### src/rtl/pattern_history_table.sv
// Second-level branch predictor: 2-bit saturating counters indexed by PC^history.
// Runs an array init sweep after reset, then predicts and retires updates two un-stalled cycles after lookup.
module pattern_history_table #(
    parameter int         PHT_ADDR_W = 8,
    parameter int         BHR_W      = 8,
    parameter logic [1:0] INIT_CNT   = 2'b01
) (
    input  logic             clk,
    input  logic             resetn,
    input  logic             stall,
    input  logic [31:0]      pc_i,
    input  logic [BHR_W-1:0] bhr_i,
    input  logic             branch_info_valid,
    input  logic             branch_dir_i,
    output logic             predict_taken_o,
    output logic             predict_valid_o,
    output logic             init_busy_o
);
    // state  | meaning
    // INIT   | sweeping INIT_CNT into every counter, one entry per cycle
    // RUN    | predicting and applying resolved-branch updates
    localparam int DEPTH = 1 << PHT_ADDR_W;

    typedef enum logic {ST_INIT, ST_RUN} state_t;

    state_t                r_state;
    state_t                w_state_nxt;
    logic [PHT_ADDR_W-1:0] r_init_ptr;
    logic [PHT_ADDR_W-1:0] w_init_ptr_nxt;
    logic [PHT_ADDR_W-1:0] r_idx_buf0;
    logic [PHT_ADDR_W-1:0] r_idx_buf1;
    logic [1:0]            r_cnt [DEPTH];

    logic [PHT_ADDR_W-1:0] w_idx;
    logic [1:0]            w_upd_cnt;
    logic                  w_run;
    logic                  w_we;
    logic [PHT_ADDR_W-1:0] w_waddr;
    logic [1:0]            w_wdata;
    logic                  w_unused;

    assign w_idx     = pc_i[PHT_ADDR_W+1:2] ^ bhr_i;
    assign w_upd_cnt = r_cnt[r_idx_buf1];
    assign w_run     = (r_state == ST_RUN);
    assign w_unused  = ^{pc_i[31:PHT_ADDR_W+2], pc_i[1:0]};

    assign predict_valid_o = resetn && w_run;
    assign init_busy_o     = !predict_valid_o;
    assign predict_taken_o = predict_valid_o && r_cnt[w_idx][1];

    always_ff @(posedge clk) begin
        if (!resetn) begin
            r_state    <= ST_INIT;
            r_init_ptr <= '0;
            r_idx_buf0 <= '0;
            r_idx_buf1 <= '0;
        end else begin
            r_state    <= w_state_nxt;
            r_init_ptr <= w_init_ptr_nxt;
            if (w_run && !stall) begin
                r_idx_buf0 <= w_idx;
                r_idx_buf1 <= r_idx_buf0;
            end
        end
    end

    // Init sweep and branch updates share the one write port; they never overlap.
    always_comb begin
        w_state_nxt    = r_state;
        w_init_ptr_nxt = r_init_ptr;
        w_we           = 1'b0;
        w_waddr        = r_init_ptr;
        w_wdata        = INIT_CNT;
        case (r_state)
            ST_INIT: begin
                w_we           = 1'b1;
                w_init_ptr_nxt = r_init_ptr + PHT_ADDR_W'(1);
                if (r_init_ptr == {PHT_ADDR_W{1'b1}}) begin
                    w_state_nxt = ST_RUN;
                end
            end
            ST_RUN: begin
                if (!stall && branch_info_valid) begin
                    w_we    = 1'b1;
                    w_waddr = r_idx_buf1;
                    if (branch_dir_i) begin
                        w_wdata = (w_upd_cnt == 2'b11) ? 2'b11 : w_upd_cnt + 2'd1;
                    end else begin
                        w_wdata = (w_upd_cnt == 2'b00) ? 2'b00 : w_upd_cnt - 2'd1;
                    end
                end
            end
            default: w_state_nxt = ST_INIT;
        endcase
    end

    always_ff @(posedge clk) begin
        if (resetn && w_we) begin
            r_cnt[w_waddr] <= w_wdata;
        end
    end
endmodule
### config.mk
export PLATFORM = sky130hd
export DESIGN_NAME = pattern_history_table
export DESIGN_NICKNAME = d
export VERILOG_FILES = /design/src/rtl/pattern_history_table.sv
export SDC_FILE = /design/constraint.sdc
export NUM_CORES = 1
export LEC_CHECK = 0
export CAP_MARGIN = 0
export CORE_MARGIN = 4
export CORE_UTILIZATION = 29
export CTS_CLUSTER_SIZE = 12
export DETAILED_ROUTE_END_ITERATION = 8
export PLACE_DENSITY = 0.42
export SYNTH_ARGS = -nofsm -noshare
export SYNTH_HDL_FRONTEND = slang
export SYNTH_SLANG_ARGS = --single-unit
### constraint.sdc
create_clock -name clk -period 10.5 [get_ports clk]
set_clock_uncertainty 0.1 [all_clocks]
set_input_delay 1.575 -clock clk [delete_from_list [all_inputs] [get_ports clk]]
set_output_delay 1.575 -clock clk [all_outputs]
set_load 0.05 [all_outputs]
# Word level (Yosys, flattened, before mapping)
# Memory sizes are Yosys's and may differ from the RTL's. A register that Yosys moved wholly into a read port is not among the register bits.
# Cells that the tools add are included.
# op_classes
n_mux	15
n_eq_ne	2
n_reduce_logical	8
n_bitwise	2
addsub	3
# ops
cell	n
8-bit 2-to-1 mux	4
2-bit 2-to-1 mux	5
8-bit by 1-bit adder with 8-bit output (second input constant)	1
8-bit equality test (second input constant)	1
8-bit bitwise XOR	1
1-bit logical AND	5
1-bit 2-to-1 mux	5
2-bit by 1-bit adder with 2-bit output (second input constant)	1
2-bit equality test (second input constant)	1
1-bit zero test	2
2-bit zero test	1
1-bit case mux with 2 select lines	1
2-bit by 1-bit subtractor with 2-bit output (second input constant)	1
1-bit NOT	1
# totals
memories	1
ramBits	512
inputBits	45
regBits	25
# mem_list
name	words	word_bits	read_ports	rd_ports_with_merged_regs	write_ports	line_no	text
r_cnt	256	2	2	1	1	32	logic [1:0] r_cnt [DEPTH];

# Longest topological paths before layout
# logic_depth
word_depth	7
depth_mapped	12
mapped_depth_nobuf	8

# Worst setup path after synthesis
# Ideal clock, no wire load.
# synth_timing
path_kind	flip-flop to flip-flop
startpoint	reg (tool-made name)
endpoint	mem r_cnt[0][0] (data pin)
stages_incl_launch_ff	10
slack_ps	-399
arrival_ps	9170
cell_sequence	dfxtp_1 > buf_6 > buf_12 > mux4_2 > mux4_2 > and3_1 > nor3_2 > o32ai_2 > nor2b_1 > a22oi_1
# synth_lines
element	line_no
to (decl)	32

# Worst setup path after layout
# layout_timing
startpoint	in bhr_i[0]
endpoint	out predict_taken_o
# layout_between
elab_chain_cells	3
# layout_rtl
element	line_no	text
from (decl)	12	input logic [BHR_W-1:0] bhr_i,
8-bit bitwise XOR	42	assign w_idx = pc_i[PHT_ADDR_W+1:2] ^ bhr_i;
memory 256 x 2 bit	--	
1-bit logical AND	49	assign predict_taken_o = predict_valid_o && r_cnt[w_idx][1];
to (decl)	15	output logic predict_taken_o,
# No other way between the ends.

==> run summary <==
Detailed Place HPWL -> 44200 µm
Routed wire length -> 75300 µm
Chip width -> 298 µm
Synth Warn # -> 0
Slew headroom -> 6.32%
I/O pins -> 48
Core Area -> 83700 µm²
Starting Density -> 29.2%
Worst-Skew Late Latency -> 0.62 ns
GR Overflow Total -> 0
Number of synthesized register bits -> 545
Synth Net Count -> 1563
Max-cap viol count -> 0
Sequential element share of the synthesized area -> 65.5%
Total power -> 4.52 mW
Worst reg2reg path endpoint -> r_cnt[184][1]
WL/cell -> 27.8 µm
Post-DR vias/cell -> 5.17
Clk Tree Root Cell -> clkbuf_16
Critical Path Fanout Max -> 18
CP Data Required Time -> 8.83 ns
Worst min-delay path class -> register to register
CTS Sinks -> 545
Critical path class -> input pin to output pin
# nets final -> 1577
DRC viols -> 0
Input/output buffers -> 23
Mapped Cells -> 1517
Status -> finished, final reports clean
H-tree depth -> 2
FP Rows -> 106
Vias in the first global route -> 14800
Postcts setup bufs -> 0
Asr flop ratio synth -> 0%
Hold_buf cts -> 0
Maximum VDD drop -> 0.123 mV
Worst R2R Path Depth -> 10
Area growth syn-to-layout -> 13.6%
Syn Area/Cell -> 16.1 µm²
Cell Area, Synth -> 24500 µm²
Initial DRT Pass Iterations -> 5
CTS tree -> yes
Number of synthesized flops with an enable pin -> 512
CTS clk-pin slew, worst paths -> 0.06 ns
Routed Antenna Nets -> 0
Pwr per Cell Area -> 163 nW/µm²
Fillers -> 8095
R2R setup slack -> 4.78 ns
Fin. Hold Viols -> 0
Final setup fails -> 0
Hold Path Depth -> 2
GP Congestion -> 0.771
Fin Setup TNS -> 0 ns
CP endpoint kind -> output pin
P_leak -> 9.24 nW
Measured slew at the worst slew-check pin -> 1.41 ns
RSZ-0062 raised after global routing -> false
Largest net degree at the start of global routing -> 257
Diodes inserted -> 0
DRT iter0 DRCs -> 1106
Antenna violations before repair -> 0
Die outline area -> 89100 µm²
Post-synthesis cell type count -> 55
Main synth FF type -> edfxtp_1
Final Max Tran Viols -> 0
First-pass GRT wire length -> 108000 µm
Hold_sp -> r_idx_buf0[0]
Critical path startpoint category -> input pin
Max Clk Rate -> 125 MHz
Num CTS Buffers -> 58
Crit path DAT -> 6.31 ns
Deepest clock path buffer count -> 3
Final Cycle Share -> 76.0%
Tot GR Track Use -> 16.8%
Share of layout cells above drive strength 1 -> 20.3%
Die Ht -> 298 µm
Minimum clock period -> 7.98 ns
Critical Path Start -> bhr_i[0]
Via count -> 14000
# resized after CTS -> 0
[where the power goes]
part | switching (mW) | total (mW) | internal [mW]
Clock | 0.863 | 2.01 | 1.15
Combinational | 0.109 | 0.169 | 0.0604
Sequential | 0.00214 | 2.34 | 2.34
[cell type report]
class | count | area, µm² | share of cell area [%]
clock buffer | 82 | 1590 | 5.73
sequential | 545 | 16000 | 57.7
tap | 1134 | 1420 | 5.10
multi-input combinational | 859 | 7950 | 28.6
inverter | 8 | 30.0 | 0.108
timing repair buffer | 59 | 551 | 1.98
clock inverter | 26 | 219 | 0.788
[stage by stage]
step	std cells	area, µm²	worst slack (ns)	hold WS (ns)	util, %
final	2713	27800	2.52	0.393	33.2
after global routing	2713	27800	2.35	0.415	33.2
after global placement	2605	26000	2.51	0.366	31.1
after floorplan	1517	24500	3.18	0.361	-
after CTS	2713	27800	2.49	0.394	33.2
after detailed placement	2605	26000	2.50	0.384	31.1
[Yosys cell counts, types with 3 or more instances]
library cell / n / area (µm²)
o31ai_1: 4 / 30.0
or3_1: 3 / 18.8
edfxtp_1: 512 / 15400
buf_2: 22 / 110
a21boi_0: 8 / 60.1
dfxtp_1: 33 / 661
o221ai_1: 15 / 131
xor2_1: 8 / 70.1
o21ai_0: 14 / 70.1
o211ai_1: 6 / 45.0
a211oi_1: 10 / 75.1
nand3_1: 25 / 125
nor2b_1: 12 / 75.1
nor4_1: 3 / 18.8
nand2b_1: 7 / 43.8
inv_1: 6 / 22.5
a221oi_1: 6 / 52.6
nor3b_1: 5 / 37.5
and2_1: 9 / 56.3
mux4_2: 185 / 4170
o211a_1: 7 / 70.1
a21oi_1: 23 / 115
a22o_1: 8 / 70.1
nor3_1: 8 / 40.0
nor2_1: 277 / 1040
mux2_2: 3 / 33.8
buf_6: 8 / 90.1
nand3b_1: 14 / 105
a22oi_1: 23 / 173
clkbuf_1: 65 / 244
xnor2_1: 12 / 105
mux2i_1: 41 / 410
nand2_1: 92 / 345
nand4_1: 5 / 31.3
buf_4: 5 / 37.5
o22ai_1: 8 / 50.1
[worst max path at each step]
stage	slack, ns	end	cells past startpoint
floorplan	3.18	r_cnt[0][0]	9
global placement	2.51	predict_taken_o	11
detailed placement	2.50	predict_taken_o	11
CTS	2.49	predict_taken_o	11
global route	2.35	predict_taken_o	11
finish	2.52	predict_taken_o	11
[critical path: stages]
cell and delay (ns):
clkdlybuf4s50_1 0.56, xor2_4 0.73, buf_4 0.52, mux4_2 0.31, a22oi_1 0.11, a21oi_1 0.26, o21ai_0 0.22, o31ai_1 0.12
nor4_1 0.07, nor4_1 0.83, clkdlybuf4s50_1 0.96
[per-layer routing]
layer / vias up / global-route usage [%] / share of wire, %
li1: 6061 / - / -
met1: 7509 / 23.3 / 44
met2: 355 / 28.3 / 49
met3: 107 / 2.20 / 4.4
met4: 0 / 4.04 / 2.3
met5: - / 0 / 0
[sequential cells by signal, summed over array words and instances, names as in the netlist, named ones only]
register / cells
r_cnt: 512
r_state: 1
r_idx_buf1: 8
r_init_ptr: 8
r_idx_buf0: 8
[kinds of logic after synthesis]
kind of cell | after synthesis | share of synthesized area, %
muxes | 231 | 19.1
DFF | 545 | 65.5
AOI/OAI and AO/OA | 143 | 4.25
buffers and inverters | 113 | 2.33
adders and majority gates | 1 | 0.0511
and+or+nand+nor | 464 | 8.05
xor gates and xnor gates | 20 | 0.716
[cell usage in the layout (no fill, tap or decap), types with 15 or more instances in the layout]
| cell | count |
|---|---|
| o221ai_1 | 15 |
| clkbuf_1 | 20 |
| nand3_1 | 25 |
| mux2i_1 | 41 |
| a21oi_1 | 22 |
| a22oi_1 | 22 |
| dfxtp_1 | 31 |
| clkbuf_16 | 59 |
| nor2_1 | 274 |
| edfxtp_1 | 512 |
| clkdlybuf4s50_1 | 23 |
| nand2_1 | 86 |
| mux4_2 | 185 |
| buf_4 | 32 |
Power figures use the tool's default switching activity.
